==> src/rtl/illusion_pkg.sv <==
// Shared types and defaults for the frame sequencing path between rasterizer and framebuffer.
package illusion_pkg;

    typedef enum logic [1:0] {
        StIdle,
        StClear,
        StRender,
        StWaitFlip
    } state_e;

    localparam int unsigned RenderingWidth  = 320;
    localparam int unsigned RenderingHeight = 240;
    localparam int unsigned PixelWidth      = 3;

endpackage

==> src/rtl/framebuffer_clearer.sv <==
// Clear-address generator: one address per cycle while start_i is held, wrapping after size_i.
module framebuffer_clearer (
    input  logic        clk_i,
    input  logic        rst_i,
    input  logic        start_i,
    input  logic [31:0] base_i,
    input  logic [31:0] size_i,
    output logic [31:0] addr_o,
    output logic        enable_o,
    output logic        last_o
);

    logic [31:0] cnt_q, cnt_d;

    assign enable_o = start_i;
    assign addr_o   = base_i + cnt_q;
    assign last_o   = start_i && (cnt_q == size_i - 32'd1);

    always_comb begin
        cnt_d = cnt_q;
        if (start_i) begin
            cnt_d = last_o ? 32'd0 : cnt_q + 32'd1;
        end
    end

    always_ff @(posedge clk_i) begin
        if (rst_i) begin
            cnt_q <= 32'd0;
        end else begin
            cnt_q <= cnt_d;
        end
    end

endmodule

==> src/rtl/frame_scheduler.sv <==
// Frame sequencer: clears the back buffer, runs the rasterizer into it, flips on vertical blank.
module frame_scheduler
    import illusion_pkg::*;
#(
    parameter int unsigned           RENDERING_WIDTH  = RenderingWidth,
    parameter int unsigned           RENDERING_HEIGHT = RenderingHeight,
    parameter logic [PixelWidth-1:0] CLEAR_COLOR      = '0
) (
    input  logic                  aClock,
    input  logic                  aReset,
    input  logic                  aVSync,
    input  logic                  aRenderDone,
    input  logic [31:0]           aRenderPixelAddr,
    input  logic [PixelWidth-1:0] aRenderPixelData,
    input  logic                  aRenderPixelValid,
    output logic                  anOutRenderStart,
    output logic                  anOutWriteEnable,
    output logic [31:0]           anOutWriteAddr,
    output logic [PixelWidth-1:0] anOutWriteData,
    output logic                  anOutFrontBuffer,
    output logic [15:0]           anOutFrameCount,
    output logic                  anOutMissedVSync
);

    localparam logic [63:0] FbSizeWide = 64'(RENDERING_WIDTH) * 64'(RENDERING_HEIGHT);
    localparam logic [31:0] FbSize     = FbSizeWide[31:0];

    // Both buffers must be addressable with 32-bit arithmetic.
    if (FbSizeWide * 64'd2 >= 64'h1_0000_0000) begin : g_size_check
        $error("frame_scheduler: two framebuffers exceed the 32-bit address space");
    end

    state_e                state_q, state_d;
    logic                  front_q, front_d;
    logic [15:0]           count_q, count_d;
    logic [1:0]            guard_q, guard_d;
    logic                  start_q, start_d;
    logic                  we_q, we_d;
    logic [31:0]           waddr_q, waddr_d;
    logic [PixelWidth-1:0] wdata_q, wdata_d;
    logic                  missed_q, missed_d;
    logic                  clear_done_q, clear_done_d;

    logic        clr_run, clr_en, clr_last;
    logic [31:0] clr_addr, back_base;

    assign back_base = front_q ? 32'd0 : FbSize;
    // The clearer runs one cycle ahead of its registered write, so IDLE issues the first address.
    assign clr_run = (state_q == StIdle) || ((state_q == StClear) && !clear_done_q);

    framebuffer_clearer u_clearer (
        .clk_i    (aClock),
        .rst_i    (aReset),
        .start_i  (clr_run),
        .base_i   (back_base),
        .size_i   (FbSize),
        .addr_o   (clr_addr),
        .enable_o (clr_en),
        .last_o   (clr_last)
    );

    always_comb begin
        state_d      = state_q;
        front_d      = front_q;
        count_d      = count_q;
        guard_d      = guard_q;
        start_d      = 1'b0;
        we_d         = 1'b0;
        waddr_d      = waddr_q;
        wdata_d      = wdata_q;
        missed_d     = 1'b0;
        clear_done_d = clr_last;

        unique case (state_q)
            StIdle: begin
                missed_d = aVSync;
                state_d  = StClear;
            end
            StClear: begin
                missed_d = aVSync;
                if (clear_done_q) begin
                    state_d = StRender;
                    start_d = 1'b1;
                    guard_d = 2'd0;
                end
            end
            StRender: begin
                missed_d = aVSync;
                // Done is still high from the previous frame until the rasterizer sees the start.
                if (guard_q != 2'd2) begin
                    guard_d = guard_q + 2'd1;
                end else if (aRenderDone) begin
                    state_d = StWaitFlip;
                end
            end
            StWaitFlip: begin
                if (aVSync) begin
                    front_d = ~front_q;
                    count_d = count_q + 16'd1;
                    state_d = StClear;
                end
            end
            default: state_d = StIdle;
        endcase

        if (clr_en) begin
            we_d    = 1'b1;
            waddr_d = clr_addr;
            wdata_d = CLEAR_COLOR;
        end else if ((state_q == StRender) && aRenderPixelValid && (aRenderPixelAddr < FbSize)) begin
            we_d    = 1'b1;
            waddr_d = back_base + aRenderPixelAddr;
            wdata_d = aRenderPixelData;
        end
    end

    always_ff @(posedge aClock) begin
        if (aReset) begin
            state_q      <= StIdle;
            front_q      <= 1'b0;
            count_q      <= 16'd0;
            guard_q      <= 2'd0;
            start_q      <= 1'b0;
            we_q         <= 1'b0;
            waddr_q      <= 32'd0;
            wdata_q      <= '0;
            missed_q     <= 1'b0;
            clear_done_q <= 1'b0;
        end else begin
            state_q      <= state_d;
            front_q      <= front_d;
            count_q      <= count_d;
            guard_q      <= guard_d;
            start_q      <= start_d;
            we_q         <= we_d;
            waddr_q      <= waddr_d;
            wdata_q      <= wdata_d;
            missed_q     <= missed_d;
            clear_done_q <= clear_done_d;
        end
    end

    assign anOutRenderStart = start_q;
    assign anOutWriteEnable = we_q;
    assign anOutWriteAddr   = waddr_q;
    assign anOutWriteData   = wdata_q;
    assign anOutFrontBuffer = front_q;
    assign anOutFrameCount  = count_q;
    assign anOutMissedVSync = missed_q;

endmodule

==> config.mk <==
export PLATFORM = sky130hd
export DESIGN_NAME = frame_scheduler
export DESIGN_NICKNAME = d
export VERILOG_FILES = /design/src/rtl/illusion_pkg.sv /design/src/rtl/framebuffer_clearer.sv /design/src/rtl/frame_scheduler.sv
export SDC_FILE = /design/constraint.sdc
export NUM_CORES = 1
export LEC_CHECK = 0
export ABC_AREA = 1
export BUFFER_PORTS_ARGS = -buffer_cell sky130_fd_sc_hd__buf_2
export CAP_MARGIN = 30
export CELL_PAD_IN_SITES_DETAIL_PLACEMENT = 1
export CELL_PAD_IN_SITES_GLOBAL_PLACEMENT = 2
export CORE_ASPECT_RATIO = 0.6
export CORE_MARGIN = 10
export CORE_UTILIZATION = 31
export CTS_CLUSTER_SIZE = 28
export DETAILED_ROUTE_END_ITERATION = 10
export GPL_TIMING_DRIVEN = 0
export PLACE_DENSITY = 0.87
export SYNTH_ARGS = -nofsm -noshare
export SYNTH_HDL_FRONTEND = slang
export SYNTH_SLANG_ARGS = --single-unit
==> constraint.sdc <==
create_clock -name aClock -period 4.05 [get_ports aClock]
set_input_delay 0 -clock aClock [delete_from_list [all_inputs] [get_ports aClock]]
set_output_delay 0 -clock aClock [all_outputs]
set_load 0.02 [all_outputs]
# Yosys cells after proc, flatten, opt, wreduce, memory -nomap -nowiden
# Cells that the tools add are included.
# word_totals
regBits	92
inputBits	40
out_inout_bits	55
elab_cells	61
# op_classes
addsub	5
n_lt_le_gt_ge	1
eq_ne	10
n_mux	15
n_bitwise	3
n_reduce_logical	16
# ops
cell	count
$mux W32	3
$add A17 B32 Y32	2
$add A32 B1 Y32 const B	1
$eq A32 B17 Y1 const B	1
$lt A32 B17 Y1 const B	1
$mux W17	1
$add A16 B1 Y16 const B	1
$mux W2	6
$ne A2 B2 Y1 const B	6
$pmux W2 S4	1
$reduce_or A2 Y1	3
$eq A2 B2 Y1 const B	2
$logic_and A1 B1 Y1	4
$pmux W2 S2	1
$reduce_and A4 Y1	1
$reduce_bool A2 Y1	2
$mux W1	3
$not A1 Y1	3
$reduce_and A3 Y1	1
$reduce_or A3 Y1	1
$add A2 B1 Y2 const B	1
$eq A2 B1 Y1 const B	1
$logic_not A2 Y1	1
$reduce_and A2 Y1	1
other kinds (2)	2

# Longest topological paths before layout
# Gate-level depths: netlist of run 1.
# depth
word_depth	5
mapped_depth	21
mapped_depth_nobuf	20

# Hierarchy
# From an unflattened synthesis of run 1, not the netlist that was laid out.
# unflattened
hier_cells	1297
hier_area_um2	8074.0
# by_module_without_submodules
mod	n_inst	cells_per_inst	area_each_um2	seq_area_each_um2
framebuffer_clearer	1	863	4966.0	640.6
frame_scheduler	1	434	3108.0	1201.2

# Least setup slack after synthesis of run 1
# Ideal clock, no wire load.
# synth_path
path_kind	reg2reg
startpoint	register state_q[1]
endpoint	register waddr_q[26] (netlist: anOutWriteAddr[26])
t_arrival_ns	2.717
t_required_ns	3.941
setup_slack_ns	1.224
path_stages_with_launch	21
path_cell_list	dfxtp_1 inv_1 ha_1 nand2_4 nand2_8 buf_6 buf_4 buf_2 o21ai_0 inv_1 fa_1 inv_1 nand4_1 nand2_1 nand2_1 nand2_4 nand3_1 nand2_1 nand3_1 nand2_1 inv_1
# synth_between
elab_chain_cells	4
# synth_rtl
element	line	rtl
start, declared	frame_scheduler.sv:33	state_e state_q, state_d;
start signal, assigned	frame_scheduler.sv:119	state_q <= StIdle;
start signal, assigned	frame_scheduler.sv:130	state_q <= state_d;
$eq A2 B1 Y1 or $eq A2 B2 Y1 (tied branches)	frame_scheduler.sv:49, frame_scheduler.sv:110	
$logic_and A1 B1 Y1 (on tied branches)	frame_scheduler.sv:49, frame_scheduler.sv:110	
$logic_or A1 B1 Y1 or $logic_and A1 B1 Y1 (tied branches)	frame_scheduler.sv:49, frame_scheduler.sv:110	
$mux W32 or $reduce_bool A2 Y1 (tied branches)	--	
end signal, assigned	frame_scheduler.sv:136	waddr_q <= waddr_d;
end, declared	frame_scheduler.sv:39	logic [31:0] waddr_q, waddr_d;
# Parallel ways exist; a longest one is shown, timed or not.
# A chain may end at the register's enable or synchronous reset.

# Worst setup path after layout of run 1
# layout_path
startpoint	register state_q[1]
endpoint	register waddr_q[24] (netlist: anOutWriteAddr[24])
# Same word-level chain as after synthesis.

==> results.json, run 1 <==
{
  "status": "finished, final reports clean",
  "cts_num_sinks": 92,
  "ys_seq_elements": 92,
  "ir_drop_v": 0.000256,
  "synth.top_cell.area_share_pct": 33.0,
  "clkSlewWorstSetupHoldPaths_ps": 80,
  "crit_path_max_incr_delay_ps": 450,
  "cts_resized": 0,
  "areaGrowthSynthToFinish_pct": 21.3,
  "rsz0062_at_grt": "no",
  "num-nets-final": 1010,
  "synth_area_leaders": "dfxtp_1, nand2_1, inv_1",
  "ys.flop_type": "dfxtp_1",
  "via_count": 5915,
  "fin_skew_ps": 12.3,
  "syn_inst": 839,
  "max_freq_mhz": 274,
  "io_pins": 95,
  "synth.top_cells.by_count": "nand2_1, inv_1, nor2_1",
  "cts_buffers": 9,
  "drt_pass1_iterations": 4,
  "p_leak_nw": 3.02,
  "diodes": 0,
  "ys_types": 46,
  "htreeDepth": 3,
  "tightest_slew_ps": 877,
  "hold_path_class": "input port to flop",
  "std_cell_rows": 37,
  "finalInstanceArea_mm2": 0.00676,
  "fillers": 2314,
  "yosysWarnings": 0,
  "cp_max_fo": 10,
  "drv_cap": 0,
  "p_per_area_mw_per_mm2": 597,
  "grt_antenna_before_repair": 0,
  "cp_cell_sequence": "inv_1 > ha_1 > nand2_4 > nand2_8 > inv_2 > clkbuf_1 > nand2_1 > o21ai_0 > ha_1 > inv_1 > fa_1 > inv_1 > nand4_1 > a21oi_1 > nand3_1 > nand3_1 > nand3_1 > nand2_1 > inv_1",
  "clock_latency_ps": 350,
  "syn-num-nets": 892,
  "cts_setup_buffers": 0,
  "io_buffers": 93,
  "die_height_um": 124,
  "overflow": 0,
  "core_mm2": 0.0174,
  "min_period_ps": 3650,
  "cp-start-kind": "flop",
  "drive_gt1_share_pct": 18.2,
  "grt_pass1_vias": 5938,
  "initial_utilization_pct": 32.0,
  "synth.cell_area_mm2": 0.00558,
  "end_kind": "flop",
  "gp_congestion": 0.887,
  "syn_avg_cell_area_um2": 6.65,
  "die_area_mm2": 0.0239,
  "synthArstFlopShare_pct": 0,
  "reg2reg_slack_ps": 400,
  "grt_pass1_wl_mm": 33.0,
  "placed_area_mm2": 0.00633,
  "root_buffer": "clkbuf_16",
  "ys_seq_area_share_pct": 33.0,
  "critical_path_class": "flop to flop",
  "drtIter0Drc": 434,
  "worstPathArrival_ps": 3900,
  "tritoncts": "done",
  "slew_viol_final": 0,
  "synth.most_common_cell": "nand2_1",
  "ant_nets": 0,
  "via_per_inst": 4.95,
  "synth_edf_count": 0,
  "min_period_over_period_pct": 90.1,
  "fp.dieW_um": 193,
  "required_ps": 4300,
  "cpMostUsedCell": "inv_1",
  "crit_slowest_cell": "clkbuf_1",
  "hpwl_mm": 16.8,
  "grt_max_degree": 19,
  "setup_viol": 0,
  "synth_top_cell_by_area": "dfxtp_1",
  "setup_tns_ps": 0,
  "drt_wl_total_mm": 20.8,
  "track_usage_pct": 17.4,
  "drc": 0,
  "finalHoldViolCount": 0,
  "cts.path.max_buffers": 2,
  "wl_per_cell_um": 17.4,
  "cts_hold_buffers": 14,
  "max_slew_margin_pct": 41.0
}
## kinds of logic (layout without fill, tap and decap cells)
logic type / count (synthesis) / after routing / share of synthesized area (%)
xor gates and xnor gates: 13 / 13 / 2.04
AOI/OAI and AO/OA: 116 / 116 / 11.2
and+or+nand+nor: 457 / 457 / 39.8
adders and majority gates: 13 / 13 / 3.05
buffers and inverters: 148 / 271 / 10.9
DFF: 92 / 92 / 33.0
## layer usage
layer  wire length [um]  GRT usage, %
met5                  0             0
met4                108          2.87
met3                957          2.85
met2               7850          24.0
met1              11900          27.5
## power by group
group | internal (mW) | total [mW] | switching [mW]
clock network | 0.433 | 0.853 | 0.420
registers | 1.05 | 1.13 | 0.0830
logic | 0.603 | 2.05 | 1.45
total | 2.08 | 4.04 | 1.95
## final cells by class
class                      instances  area, um2  share of cell area (%)
clock buffer                       9        225                    3.33
multi-input combinational        599       3130                    46.2
sequential                        92       1840                    27.2
buffer                            26        150                    2.22
tap                              234        293                    4.33
clock inverter                     7       62.6                   0.925
timing repair buffer             107        606                    8.96
inverter                         122        458                    6.77
## per-stage QoR
stage | util (%) | hold slack, ps | cells | power, mW | setup WS, ps
3_5_place_dp | 36.4 | 238 | 1166 | 3.19 | 430
4_1_cts | 38.8 | 67.6 | 1196 | 4.08 | 418
3_3_place_gp | 36.4 | 239 | 1166 | 3.16 | 523
6_report | 38.8 | 80.1 | 1196 | 4.04 | 402
5_1_grt | 38.8 | 113 | 1196 | 4.36 | 40.3
2_1_floorplan | - | 133 | 839 | 2.55 | 1220
## state kept, by name, summed over array words and instances, names as in the netlist, 2 cells and up
signal	count
anOutWriteData	3
u_clearer.cnt_q	32
guard_q	2
anOutWriteAddr	32
state_q	2
anOutFrameCount	16
## path summary, 6_finish.rpt
| kind | from | end | cells after the start |
|---|---|---|---|
| setup / recovery | state_q[1]$_SDFFE_PP0P_ | anOutWriteAddr[24]$_SDFFE_PP0P_ | 19 |
| hold / removal | aRenderDone | state_q[0]$_SDFFE_PP0P_ | 4 |
| setup reg to reg | state_q[1]$_SDFFE_PP0P_ | anOutWriteAddr[24]$_SDFFE_PP0P_ | 19 |
| hold reg to reg | anOutWriteAddr[5]$_SDFFE_PP0P_ | anOutWriteAddr[5]$_SDFFE_PP0P_ | 2 |
## worst max-delay path: cells and delay by family (launching register included)
kind                     cells  cell delay [ps]
adder cells (fa/ha/maj)      3              790
AO/OA/AOI/OAI                2              440
flip-flops                   1              400
AND/OR/NAND/NOR              8              940
buffers and inverters        6              940
## layout by cell type (no fill, tap or decap), drive strengths merged, types with 5 or more instances in the layout
cell         Yosys  final
nor4            10     10
nand3           70     70
nand2          189    189
xor2            12     12
nor3b           13     13
a21oi           45     45
nand3b           5      5
a31oi           14     14
nor3            33     33
ha              12     12
o21ai           50     50
inv            122    127
dfxtp           92     92
o21bai           5      5
nor2           113    113
nand4           19     19
clkbuf           9     18
dlygate4sd3      0     14
buf             17    110
Note: power is estimated with default switching activity, not from simulation.
==> run 2: changes to the inputs <==
--- a/config.mk
+++ b/config.mk
@@ -17,6 +17,7 @@
 export DETAILED_ROUTE_END_ITERATION = 10
 export GPL_TIMING_DRIVEN = 0
 export PLACE_DENSITY = 0.87
+export RECOVER_POWER = 50
 export SYNTH_ARGS = -nofsm -noshare
 export SYNTH_HDL_FRONTEND = slang
 export SYNTH_SLANG_ARGS = --single-unit
==> results.json, run 2 (synthesized netlist as in run 1, its figures left out) <==
{
  "status": "finished, final reports clean",
  "drt_wl_total_mm": 20.8,
  "whs_ps": 80.4,
  "grt_pass1_vias": 5938,
  "gp_congestion": 0.887,
  "drtIter0Drc": 433,
  "cts_setup_buffers": 0,
  "min_period_over_period_pct": 90.1,
  "via_count": 5927,
  "grt_antenna_before_repair": 0,
  "via_per_inst": 4.96,
  "tritoncts": "done",
  "io_buffers": 93,
  "final_cell_mix": "nand2_1, inv_1, nor2_1",
  "tightest_slew_ps": 853,
  "cts_num_sinks": 92,
  "worstPathArrival_ps": 3900,
  "drt_pass1_iterations": 4,
  "hpwl_mm": 16.8,
  "std_cell_rows": 37,
  "grt_pass1_wl_mm": 33.0,
  "cts.path.max_buffers": 2,
  "fp.dieW_um": 193,
  "wl_per_cell_um": 17.4,
  "drv_cap": 0,
  "max_slew_margin_pct": 42.6,
  "setup_tns_ps": 0,
  "io_pins": 95,
  "cts_buffers": 9,
  "drive_gt1_share_pct": 12.5,
  "slew_viol_final": 0,
  "overflow": 0,
  "cts_resized": 0,
  "ir_drop_v": 0.000246,
  "die_area_mm2": 0.0239,
  "initial_utilization_pct": 32.0,
  "htreeDepth": 3,
  "p_leak_nw": 2.80,
  "die_height_um": 124,
  "clkSlewWorstSetupHoldPaths_ps": 80,
  "cp-start-kind": "flop",
  "grt_max_degree": 19,
  "setup_viol": 0,
  "ant_nets": 0,
  "critical_path_class": "flop to flop",
  "layout_commonest_cell": "nand2_1",
  "num-nets-final": 1010,
  "fin_skew_ps": 12.5,
  "min_period_ps": 3650,
  "cp_max_fo": 10,
  "rsz0062_at_grt": "no",
  "finalHoldViolCount": 0,
  "core_mm2": 0.0174,
  "p_per_area_mw_per_mm2": 598,
  "required_ps": 4300,
  "drc": 0,
  "max_freq_mhz": 274,
  "root_buffer": "clkbuf_16",
  "areaGrowthSynthToFinish_pct": 20.0,
  "end_kind": "flop",
  "clock_latency_ps": 350,
  "diodes": 0,
  "hold_path_class": "input port to flop",
  "track_usage_pct": 17.4
}
run 2: cell types whose count changed in the layout (fill, tap and decap cells not counted):
cell	delta
buf_2	-55
clkbuf_1	+55
run 2: final timing paths:
path                                     endpoint                           start  slack, ps  cells after the start
setup reg to reg  anOutWriteAddr[24]$_SDFFE_PP0P_         state_q[1]$_SDFFE_PP0P_        400                     19
hold reg to reg    anOutWriteAddr[5]$_SDFFE_PP0P_  anOutWriteAddr[5]$_SDFFE_PP0P_        470                      2
hold / removal            state_q[0]$_SDFFE_PP0P_                     aRenderDone         80                      4
setup / recovery  anOutWriteAddr[24]$_SDFFE_PP0P_         state_q[1]$_SDFFE_PP0P_        400                     19
run 2: per-stage QoR:
step | power [mW] | std cells | worst slack (ps) | util [%] | area (um2)
floorplan | 2.55 | 839 | 1220 | - | 5580
global placement | 3.16 | 1166 | 523 | 36.4 | 6330
detailed placement | 3.19 | 1166 | 430 | 36.4 | 6330
CTS | 4.08 | 1196 | 418 | 38.8 | 6760
global route | 4.33 | 1196 | 40.3 | 38.4 | 6690
finish | 4.00 | 1196 | 399 | 38.4 | 6690
run 2: what timing repair did:
action,4_1_cts,5_1_grt
endpoints found under the setup margin,0,0
endpoints found under the hold margin,14,0
hold buffers,14,0
run 2: cell type report:
type                       count  area (um2)
timing repair buffer         107         537
fill                        2317       10700
sequential                    92        1840
buffer                        26         150
tap                          234         293
multi-input combinational    599        3130
inverter                     122         458
clock buffer                   9         225
clock inverter                 7        62.6
run 2: power by group:
part	switching [mW]	internal [mW]	total (mW)	leakage [nW]
registers	0.0864	1.05	1.13	0.748
logic	1.45	0.571	2.02	1.91
clock network	0.420	0.433	0.853	0.145
run 2: worst max-delay path: stages (launching register included):
cell and delay, ps:
dfxtp_1 400, inv_1 100, ha_1 250, nand2_4 180, nand2_8 90, inv_2 200
clkbuf_1 460, nand2_1 80, o21ai_0 100, ha_1 190, inv_1 50, fa_1 350
inv_1 100, nand4_1 160, a21oi_1 330, nand3_1 140, nand3_1 90, nand3_1 130
nand2_1 100, inv_1 40
run 2: per-layer routing:
metal	GRT usage, %	routed length, um	vias up
met5	0	0	-
met1	27.5	11600	2806
li1	-	-	2978
met2	24.0	7820	132
met4	2.87	110	0
met3	2.85	1250	11
